==> src/rtl/rv32i_types.sv <==
// rv32i_types
//   Shared RV32I type definitions used across the pipeline.
//   - load_funct3_t  : funct3 encodings of the load instructions
//   - retire_state_t : state of the leapfrog retire unit (leap_retire)
// No ports; this file is a package only.
package rv32i_types;

    typedef enum logic [2:0] {
        lb  = 3'b000,
        lh  = 3'b001,
        lw  = 3'b010,
        lbu = 3'b100,
        lhu = 3'b101
    } load_funct3_t;

    typedef enum logic [1:0] {
        IDLE = 2'b00,
        REQ  = 2'b01,
        WB   = 2'b10
    } retire_state_t;

endpackage

==> src/rtl/load_align.sv <==
// load_align
//   Combinational load data aligner shared by the MA-stage load path and the
//   leapfrog retire unit. Picks the addressed byte/half out of the fetched
//   word and sign- or zero-extends it according to the load funct3.
// Ports:
//   rdata   in  32  word returned by the data cache
//   offset  in   2  byte offset within the word (addr[1:0])
//   funct3  in   3  load_funct3_t of the load
//   aligned out 32  register-file ready load result
module load_align
    import rv32i_types::*;
(
    input  logic [31:0]  rdata,
    input  logic [1:0]   offset,
    input  load_funct3_t funct3,
    output logic [31:0]  aligned
);

    logic [7:0]  byteSel;
    logic [15:0] halfSel;

    // Select the addressed byte and half-word. Halves only look at offset[1];
    // misaligned halves and words are not supported, so offset[0] is ignored
    // for them.
    always_comb begin
        byteSel = rdata[7:0];
        case (offset)
            2'd0: byteSel = rdata[7:0];
            2'd1: byteSel = rdata[15:8];
            2'd2: byteSel = rdata[23:16];
            2'd3: byteSel = rdata[31:24];
            default: byteSel = rdata[7:0];
        endcase
        halfSel = offset[1] ? rdata[31:16] : rdata[15:0];
    end

    // Extend the selected lane according to the load type.
    always_comb begin
        aligned = rdata;
        case (funct3)
            lb:      aligned = {{24{byteSel[7]}}, byteSel};
            lbu:     aligned = {24'd0, byteSel};
            lh:      aligned = {{16{halfSel[15]}}, halfSel};
            lhu:     aligned = {16'd0, halfSel};
            lw:      aligned = rdata;
            default: aligned = rdata;
        endcase
    end

endmodule

==> src/rtl/leap_retire.sv <==
// leap_retire
//   Retire unit for a missing load/store that younger instructions have
//   leapfrogged. Takes ownership of the MA-stage memory op, holds the dcache
//   request until the response, aligns load data and writes it into the
//   register file on the shared port whenever pipeline writeback leaves the
//   port idle. Exports the pending destination to the leapfrog hazard check.
// Ports:
//   clk, rst                         clock, synchronous active-high reset
//   capture_valid/ready              hand-off of the stalled MA memory op
//   capture_is_load/funct3/rd        op kind, load type, load destination
//   capture_addr/wdata/wmask         byte address, store data and byte enables
//   dmem_read/write/address          dcache request (word-aligned address)
//   dmem_wdata/byte_enable           store data and mask (4'hF on reads)
//   dmem_rdata/resp                  dcache response
//   wb_pipe_valid/rd                 pipeline WB use of the register file port
//   rf_wr/rf_rd/rf_data              retire write on the shared port
//   pending_valid/pending_rd         held op and its destination (0 for stores)
module leap_retire
    import rv32i_types::*;
(
    input  logic        clk,
    input  logic        rst,

    input  logic        capture_valid,
    output logic        capture_ready,
    input  logic        capture_is_load,
    input  logic [2:0]  capture_funct3,
    input  logic [4:0]  capture_rd,
    input  logic [31:0] capture_addr,
    input  logic [31:0] capture_wdata,
    input  logic [3:0]  capture_wmask,

    output logic        dmem_read,
    output logic        dmem_write,
    output logic [31:0] dmem_address,
    output logic [31:0] dmem_wdata,
    output logic [3:0]  dmem_byte_enable,
    input  logic [31:0] dmem_rdata,
    input  logic        dmem_resp,

    input  logic        wb_pipe_valid,
    input  logic [4:0]  wb_pipe_rd,

    output logic        rf_wr,
    output logic [4:0]  rf_rd,
    output logic [31:0] rf_data,

    output logic        pending_valid,
    output logic [4:0]  pending_rd
);

    retire_state_t state_q;
    logic          isLoad_q;
    load_funct3_t  funct3_q;
    logic [4:0]    rd_q;
    logic [31:0]   addr_q;
    logic [31:0]   wdata_q;
    logic [3:0]    wmask_q;
    logic          kill_q;
    logic [31:0]   data_q;
    logic          dmemRead_q;
    logic          dmemWrite_q;
    logic          pendingValid_q;
    logic [4:0]    pendingRd_q;

    logic [31:0]   alignedData;
    logic          wawHit;
    logic          rfWrFire;

    // Same aligner as the MA-stage load path, fed from the held address and
    // funct3 so the response data can be registered on the resp edge.
    load_align u_load_align (
        .rdata   (dmem_rdata),
        .offset  (addr_q[1:0]),
        .funct3  (funct3_q),
        .aligned (alignedData)
    );

    // A younger pipeline write to the held rd makes our result stale. Stores
    // hold rd = 0, so they can never be killed.
    assign wawHit   = wb_pipe_valid && (wb_pipe_rd == rd_q) && (rd_q != 5'd0);

    // The pipeline always owns the port when it wants it; we only fill gaps.
    assign rfWrFire = (state_q == WB) && !wb_pipe_valid && !kill_q && (rd_q != 5'd0);

    // The whole retire FSM: capture in IDLE, hold the dcache request in REQ,
    // wait for a free register-file port in WB. Strobes and pending info are
    // registered here so nothing on capture_* reaches dmem_* combinationally.
    always_ff @(posedge clk) begin
        if (rst) begin
            state_q        <= IDLE;
            isLoad_q       <= 1'b0;
            funct3_q       <= lb;
            rd_q           <= 5'd0;
            addr_q         <= 32'd0;
            wdata_q        <= 32'd0;
            wmask_q        <= 4'd0;
            kill_q         <= 1'b0;
            data_q         <= 32'd0;
            dmemRead_q     <= 1'b0;
            dmemWrite_q    <= 1'b0;
            pendingValid_q <= 1'b0;
            pendingRd_q    <= 5'd0;
        end else begin
            case (state_q)
                IDLE: begin
                    if (capture_valid) begin
                        isLoad_q       <= capture_is_load;
                        funct3_q       <= load_funct3_t'(capture_funct3);
                        rd_q           <= capture_is_load ? capture_rd : 5'd0;
                        addr_q         <= capture_addr;
                        wdata_q        <= capture_wdata;
                        wmask_q        <= capture_wmask;
                        kill_q         <= 1'b0;
                        dmemRead_q     <= capture_is_load;
                        dmemWrite_q    <= !capture_is_load;
                        pendingValid_q <= 1'b1;
                        pendingRd_q    <= capture_is_load ? capture_rd : 5'd0;
                        state_q        <= REQ;
                    end
                end
                REQ: begin
                    if (wawHit) begin
                        kill_q <= 1'b1;
                    end
                    if (dmem_resp) begin
                        dmemRead_q  <= 1'b0;
                        dmemWrite_q <= 1'b0;
                        if (isLoad_q) begin
                            data_q  <= alignedData;
                            state_q <= WB;
                        end else begin
                            pendingValid_q <= 1'b0;
                            pendingRd_q    <= 5'd0;
                            state_q        <= IDLE;
                        end
                    end
                end
                WB: begin
                    if (wawHit) begin
                        kill_q <= 1'b1;
                    end
                    // Pending info stays up through this last WB cycle.
                    if (rfWrFire || kill_q || (rd_q == 5'd0)) begin
                        pendingValid_q <= 1'b0;
                        pendingRd_q    <= 5'd0;
                        state_q        <= IDLE;
                    end
                end
                default: begin
                    state_q <= IDLE;
                end
            endcase
        end
    end

    assign capture_ready    = (state_q == IDLE);
    assign dmem_read        = dmemRead_q;
    assign dmem_write       = dmemWrite_q;
    assign dmem_address     = {addr_q[31:2], 2'b00};
    assign dmem_wdata       = wdata_q;
    assign dmem_byte_enable = isLoad_q ? 4'hF : wmask_q;
    assign rf_wr            = rfWrFire;
    assign rf_rd            = rd_q;
    assign rf_data          = data_q;
    assign pending_valid    = pendingValid_q;
    assign pending_rd       = pendingRd_q;

    // Only one op can be held; the MA stage must stall while we are busy.
    captureProtocol: assert property (@(posedge clk) disable iff (rst)
        capture_valid |-> capture_ready);

endmodule

==> config.mk <==
export PLATFORM = sky130hd
export DESIGN_NAME = leap_retire
export DESIGN_NICKNAME = d
export VERILOG_FILES = /design/src/rtl/rv32i_types.sv /design/src/rtl/load_align.sv /design/src/rtl/leap_retire.sv
export SDC_FILE = /design/constraint.sdc
export NUM_CORES = 1
export LEC_CHECK = 0
export ABC_CLOCK_PERIOD_IN_PS = 4580
export CORE_MARGIN = 2
export CORE_UTILIZATION = 46
export DETAILED_ROUTE_END_ITERATION = 8
export GPL_ROUTABILITY_DRIVEN = 0
export PLACE_DENSITY = 0.87
export SYNTH_ARGS = -nofsm -noshare
export SYNTH_HDL_FRONTEND = slang
export SYNTH_HIERARCHICAL = 1
export SYNTH_SLANG_ARGS = --single-unit
==> constraint.sdc <==
create_clock -name clk -period 4.58 [get_ports clk]
set_clock_uncertainty 0.15 [all_clocks]
set_input_delay 1.145 -clock clk [delete_from_list [all_inputs] [get_ports clk]]
set_output_delay 1.145 -clock clk [all_outputs]
set_load 0.01 [all_outputs]
**Word level (Yosys, flattened, before mapping)**

Index checks and enable logic that the tools add are counted.
Widths: inputs -> output; s select.

- Flip-flop bits (word level): 120
- Bits in latches: 0
- RAM bits: 0
- Bits in read-only memories: 0
- Output and inout port bits: 115
- Word-level logic and storage cells: 80
- Memories kept: 0

- Add/subtract/negate cells: 0
- Multipliers: 0
- Div/mod/pow operators: 0
- Order comparisons: 0
- Equality and inequality tests: 14
- Shift operators: 0
- Multiplexer cells: 28
- Bitwise gates (word level): 0
- Reductions and logical operators: 25

Operators with widths:

| cell | count |
|---|---|
| $pmux 32 s4 | 1 |
| $pmux 8 s4 | 1 |
| $mux 5 | 5 |
| $mux 16 | 1 |
| $pmux 5 s3 | 1 |
| $reduce_and 3->1 | 4 |
| $mux 1 | 9 |
| $mux 2 | 4 |
| $eq 2x2->1 const B | 3 |
| $eq 3x3->1 const B | 2 |
| $ne 2x2->1 const B | 3 |
| $pmux 1 s2 | 3 |
| $pmux 2 s3 | 1 |
| $eq 5x5->1 | 1 |
| $logic_and 1x1->1 | 5 |
| $logic_not 5->1 | 1 |
| $reduce_and 5->1 | 1 |
| $reduce_bool 5->1 | 1 |
| $eq 2x1->1 const B | 2 |
| $logic_not 2->1 | 2 |
| $mux 4 | 1 |
| $ne 2x1->1 const B | 2 |
| $reduce_bool 2->1 | 2 |
| $eq 3x1->1 const B | 1 |
| other kinds (7) | 10 |

**Logic depth before layout (Yosys ltp)**

Gate-level depths: netlist (run 1).

- Depth in word-level cells: 8
- Mapped depth: 8

**Cells and area by module**

The synthesis (run 1) kept the hierarchy.

Modules (own cells, without submodules):

| module | times used | cells each | area each (sq um) | seq. area each (sq um) |
|---|---|---|---|---|
| leap_retire | 1 | 584 | 4638.2 | 2402.3 |
| load_align | 1 | 111 | 668.1 | 0.0 |

**Worst setup path before layout (run 1)**

No wires, ideal clock.

- Kind: in2out
- From: in wb_pipe_valid
- To: out rf_wr
- Arrival time: 1.466 ns
- Slack: 1.819 ns
- Cell stages on the path: 1
- Buffers on the path: 0
- Path through: nor3b_1

- Word-level cells in the longest chain between the ends: 4

Ends and longest elaborated chain:

| item | RTL line | text |
|---|---|---|
| start: declaration | leap_retire.sv:41 | `input logic wb_pipe_valid,` |
| $logic_not 1->1 | leap_retire.sv:84 | `assign rfWrFire = (state_q == WB) && !wb_pipe_valid && !kill_q && (rd_q != 5'd0);` |
| $logic_and 1x1->1 (3 in a row) | leap_retire.sv:84 |  |
| end: declaration | leap_retire.sv:44 | `output logic rf_wr,` |

Every way passes these cells.

**Worst setup path in the final report (run 1)**

Same ends and word-level chain as after synthesis.

==> flow_summary.ini, run 1 <==
[worst_setup_path]
endpoint_kind = primary output
cp_data_arrival_time_ps = 2400
path_max_fanout = 3
start_kind = primary input
required_ps = 3280
r2r_slack_ps = 2100
worst-setup-path-type = in2out

[cts]
numCtsBuffers = 17
cts_tree = yes
cts_max_level = 4
holdBufCountCts = 0
cts_sinks = 120
post_cts_buffers = 0
clk_latency_ps = 410
cts_buffer_depth = 2
path_clk_slew_ps = 50
cts_root_buffer = clkbuf_16
cts_resized = 0

[sta]
post-route-period-util_pct = 80.7
finalCriticalPeriod_ps = 3700
setup_tns_ps = 0
relSlewSlack_pct = 39.7
final_hold_viol_count = 0
drv_slew = 0
worst_hold_slack_ps = 301
worstMarginPinSlew_ps = 905
timing.fmax_mhz = 270
rsz0062_at_grt = false
setup_violations = 0

[flow_run]
cap_violations = 0

[synth]
syn_area_per_cell_sq_um = 7.64
synth_edf_count = 0
synthTopCellsByArea = dfxtp_1 (45%), nand2_1 (18%), a21oi_1 (11%), buf_4 (4.5%), clkbuf_1 (2.8%)
synthTopCellsByCount = nand2_1 (255), dfxtp_1 (120), a21oi_1 (114)
yosysSeqAreaShare_pct = 45.3
ys_warn_count = 6
netlist.area_leader.share_pct = 45.3
yosysMostFrequentCell = nand2_1
synth_xor_area_share_pct = 0.825
synth_area_sq_mm = 0.00531
synth_mux_area_share_pct = 1.84
synth_top_family_by_area = simple AND/OR/NAND/NOR gates
synth_compound_area_share_pct = 18.4
ys_types = 45
synth_cells = 695
synth_async_sr_flop_share_pct = 0
synth-seq-cells = 120
synth-main-ff-cell = dfxtp_1
synth-adder-area-share_pct = 0.707
synthSimpleGateAreaFrac_pct = 24.3
synth_top_area_cell = dfxtp_1

[detailed_routing]
routed.top_layer = met4
drcViolationCount = 0
wl_mm = 15.4
wl_met2_mm = 7.49
ant_nets = 0
wl_met3_mm = 1.28
m1WireLength_mm = 6.23
drt-initial-drc-count = 314
drt_first_pass_iters = 5
num_vias = 5259
wire_per_inst_um = 15.0
viasPerCell = 5.12

[die]
dieWidth_um = 111
rows = 39
floorplan.initialDensity_pct = 46.9
coreArea_sq_mm = 0.0113
die-area_sq_mm = 0.0124
die_h_um = 111
ioPinCount = 234

[layout]
nets = 994
finalNonFillerCells = 1027
syn_to_final_growth_pct = 49.9
fillers = 903
drive_gt1_share_pct = 5.20
num_antenna_cells = 0

[grt]
grt_max_degree = 89
grt_pass1_vias = 5030
grt_pass1_wl_mm = 24.6
antenna_found_initial = 0
overflow = 0
globalRouteTotalUtil_pct = 24.5

[hold_path]
min_path_type = reg2reg

[outcome]
status = finished, final reports clean

[place]
dpl.cell_count = 996
hpwlAfterDp_mm = 10.6
numPortBuffers = 231

[power]
p_leak_uw = 0.00305
power_density_mw_per_mm2 = 382
ir_drop_mv = 0.286
==> state kept, by name, indices dropped and copies added, names as in the netlist <==
register / count
rf_data: 32
pending_rd: 5
kill_q: 1
wmask_q: 4
pending_valid: 1
isLoad_q: 1
rf_rd: 5
dmem_wdata: 32
addr_q: 32
state_q: 2
dmem_read: 1
dmem_write: 1
funct3_q: 3
==> power breakdown <==
group	internal, uW	switching, uW
Combinational	357	335
Sequential	1120	49.4
Clock	742	431
Total	2220	815
==> logic make-up after synthesis <==
family          after synthesis
other cells                   1
xor+xnor                      5
simple gates                306
buf+inv                      86
fa+ha+maj                     3
mux                           8
flops                       120
compound gates              166
==> cell type report <==
type                    instances  area [sq um]  share of cell area, %
inverters                       5          18.8                  0.236
well taps                     143           179                   2.25
clock inverters                 3          15.0                  0.189
multi-input cells             490          2460                   30.9
repair buffers                238          2370                   29.9
clock buffers                  28           507                   6.37
flip-flops and latches        120          2400                   30.2
==> worst max-delay path: stages <==
cell	delay [ps]
clkdlybuf4s50_1	480
nor3b_1	220
clkdlybuf4s50_1	560
==> through the flow <==
step	setup WS [ps]	instance area (sq um)	power (uW)	utilization, %
final	882	7950	3040	70.3
after global routing	847	7950	3170	70.3
after CTS	874	7950	3050	70.3
after detailed placement	893	7430	1880	65.6
after global placement	890	7430	1870	65.6
after floorplan	1820	5310	1580	-
==> worst paths after layout <==
path	end	cells after the start	startpoint
setup / recovery	rf_wr	3	wb_pipe_valid
hold / removal	dmem_wdata[23]	2	dmem_wdata[23]
setup reg to reg	rf_data[14]	5	addr_q[1]
hold reg to reg	dmem_wdata[23]	2	dmem_wdata[23]
==> layer usage <==
| metal | vias to the layer above | track usage, % |
|---|---|---|
| li1 | 2611 | - |
| met1 | 2388 | 30.1 |
| met2 | 229 | 39.7 |
| met3 | 31 | 8.06 |
| met4 | 0 | 10.5 |
| met5 | - | 0 |
==> cells in the final DEF, fill, tap and decap left out, types with 5 or more instances in the layout <==
cell,n
nand2_1,254
a221o_1,8
clkbuf_1,7
nor2_1,7
mux2i_1,6
a21oi_1,114
nor2b_1,5
clkdlybuf4s50_1,230
dfxtp_1,120
o21ai_1,10
buf_4,7
clkbuf_16,17
nand2b_1,13
a21o_1,17
a22oi_1,7
nand3_1,7
Power figures use the tool's default switching activity.
==> inputs of run 2 (changes only) <==
ABC_CLOCK_PERIOD_IN_PS = 3800   (was 4580)
CORE_UTILIZATION = 42   (was 46)
PLACE_DENSITY = 0.8   (was 0.87)
clock period = 3.8 ns   (was 4.58 ns; I/O delays follow)
==> flow_summary.ini, run 2 (synthesized netlist as in run 1, its figures left out) <==
[outcome]
status = finished, final reports clean

[die]
die_h_um = 116
ioPinCount = 234
rows = 41
coreArea_sq_mm = 0.0125
die-area_sq_mm = 0.0135
dieWidth_um = 116
floorplan.initialDensity_pct = 42.6

[sta]
setup_tns_ps = 0
drv_slew = 0
post-route-period-util_pct = 87.3
finalCriticalPeriod_ps = 3320
final_hold_viol_count = 0
relSlewSlack_pct = 41.1
rsz0062_at_grt = false
timing.fmax_mhz = 301
worst_hold_slack_ps = 297
worstMarginPinSlew_ps = 883
setup_violations = 0

[layout]
fin_area_sq_mm = 0.00803
drive_gt1_share_pct = 5.88
final_common_cell = nand2_1
fin_util_pct = 64.4
fillers = 1092
layout_common_cells = nand2_1 (254), clkdlybuf4s50_1 (230), dfxtp_1 (120)
multiInputGateArea_sq_mm = 0.00246
num_antenna_cells = 0
syn_to_final_growth_pct = 51.3
ff_latch_area_sq_mm = 0.00240
nets = 995

[detailed_routing]
num_vias = 5218
drt_first_pass_iters = 5
viasPerCell = 4.94
drt-initial-drc-count = 381
wl_mm = 15.6
drcViolationCount = 0
ant_nets = 0
wire_per_inst_um = 14.7

[power]
power_density_mw_per_mm2 = 470
ir_drop_mv = 0.314
p_leak_uw = 0.00308
fin_total_pwr_uw = 3780

[cts]
cts_root_buffer = clkbuf_16
clk_latency_ps = 410
cts_buffer_depth = 2
numCtsBuffers = 17
cts_tree = yes
holdBufCountCts = 0
path_clk_slew_ps = 50
cts_sinks = 120
post_cts_buffers = 0
cts_resized = 0
cts_max_level = 4

[worst_setup_path]
crit_top_cell = clkdlybuf4s50_1
crit_path_end = rf_wr
startpoint = wb_pipe_valid
critPathBufInv = 2
worst-setup-path-type = in2out
r2r-start = addr_q[1]
critPathSlowestCell = clkdlybuf4s50_1
r2r_slack_ps = 1390
critical_path.max_stage_delay_ps = 560
cp_data_arrival_time_ps = 2220
path_max_fanout = 3
ff2ff_path_depth = 5
endpoint_kind = primary output
start_kind = primary input
crit_chain = clkdlybuf4s50_1, nor3b_1, clkdlybuf4s50_1
cp.depth = 3
required_ps = 2700
crit_family = buffers and inverters
rr_endpoint = rf_data[11]

[grt]
globalRouteTotalUtil_pct = 22.6
grtUsageMet1_pct = 27.5
grt_max_degree = 86
grt_pass1_vias = 4797
grt_util_met2_pct = 36.9
grtUsageMet3_pct = 7.68
overflow = 0
antenna_found_initial = 0
top_usage_layer = met2
grt_pass1_wl_mm = 24.0

[hold_path]
min_path_type = reg2reg

[flow_run]
cap_violations = 0

[place]
numPortBuffers = 231
placed_cell_area_sq_mm = 0.00746
hpwlAfterDp_mm = 10.5
==> run 2: cell types whose count changed in the layout (fill, tap and decap cells not counted) <==
cell	previous run	this run
buf_12	1	0
buf_4	7	9
bufinv_16	0	2
clkbuf_1	7	2
clkbuf_8	4	2
clkinv_2	3	7
clkinvlp_4	0	1
==> run 2: metal layers <==
layer | vias to the layer above | share of wire, % | wire length (um)
li1 | 2606 | - | -
met1 | 2371 | 41 | 6400
met2 | 222 | 49 | 7550
met3 | 19 | 8.9 | 1380
met4 | 0 | 1.4 | 217
met5 | - | 0 | 0
==> run 2: power breakdown <==
group | switching [uW] | total (uW) | internal (uW)
logic | 403 | 830 | 427
clock network | 550 | 1540 | 986
registers | 59.0 | 1410 | 1350
total | 1010 | 3780 | 2760
==> run 2: metrics by stage <==
stage | std cells | worst slack [ps]
2_1_floorplan | 696 | 1430
3_3_place_gp | 1026 | 494
3_5_place_dp | 1026 | 491
4_1_cts | 1057 | 473
5_1_grt | 1057 | 393
6_report | 1057 | 482
==> run 2: worst min path at each step <==
stage               cells past startpoint  slack [ps]            from             end
floorplan                               2         280      wmask_q[0]      wmask_q[0]
global placement                        2         290      wmask_q[0]      wmask_q[0]
detailed placement                      2         300      wmask_q[3]      wmask_q[3]
CTS                                     2         300      wmask_q[3]      wmask_q[3]
global route                            2         320  dmem_wdata[12]  dmem_wdata[12]
finish                                  2         300      wmask_q[2]      wmask_q[2]
==> run 2: final cells by class <==
class | instances | area share (%)
Multi-Input combinational cell | 490 | 30.6
Clock buffer | 21 | 5.74
Sequential cell | 120 | 29.9
Inverter | 5 | 0.234
Clock inverter | 10 | 1.28
Tap cell | 172 | 2.68
Timing Repair Buffer | 239 | 29.5
==> run 2: worst min-delay path, cell delays in order (launching register included) <==
cell	delay [ps]
dfxtp_1	300
nand2_1	50
a21oi_1	50
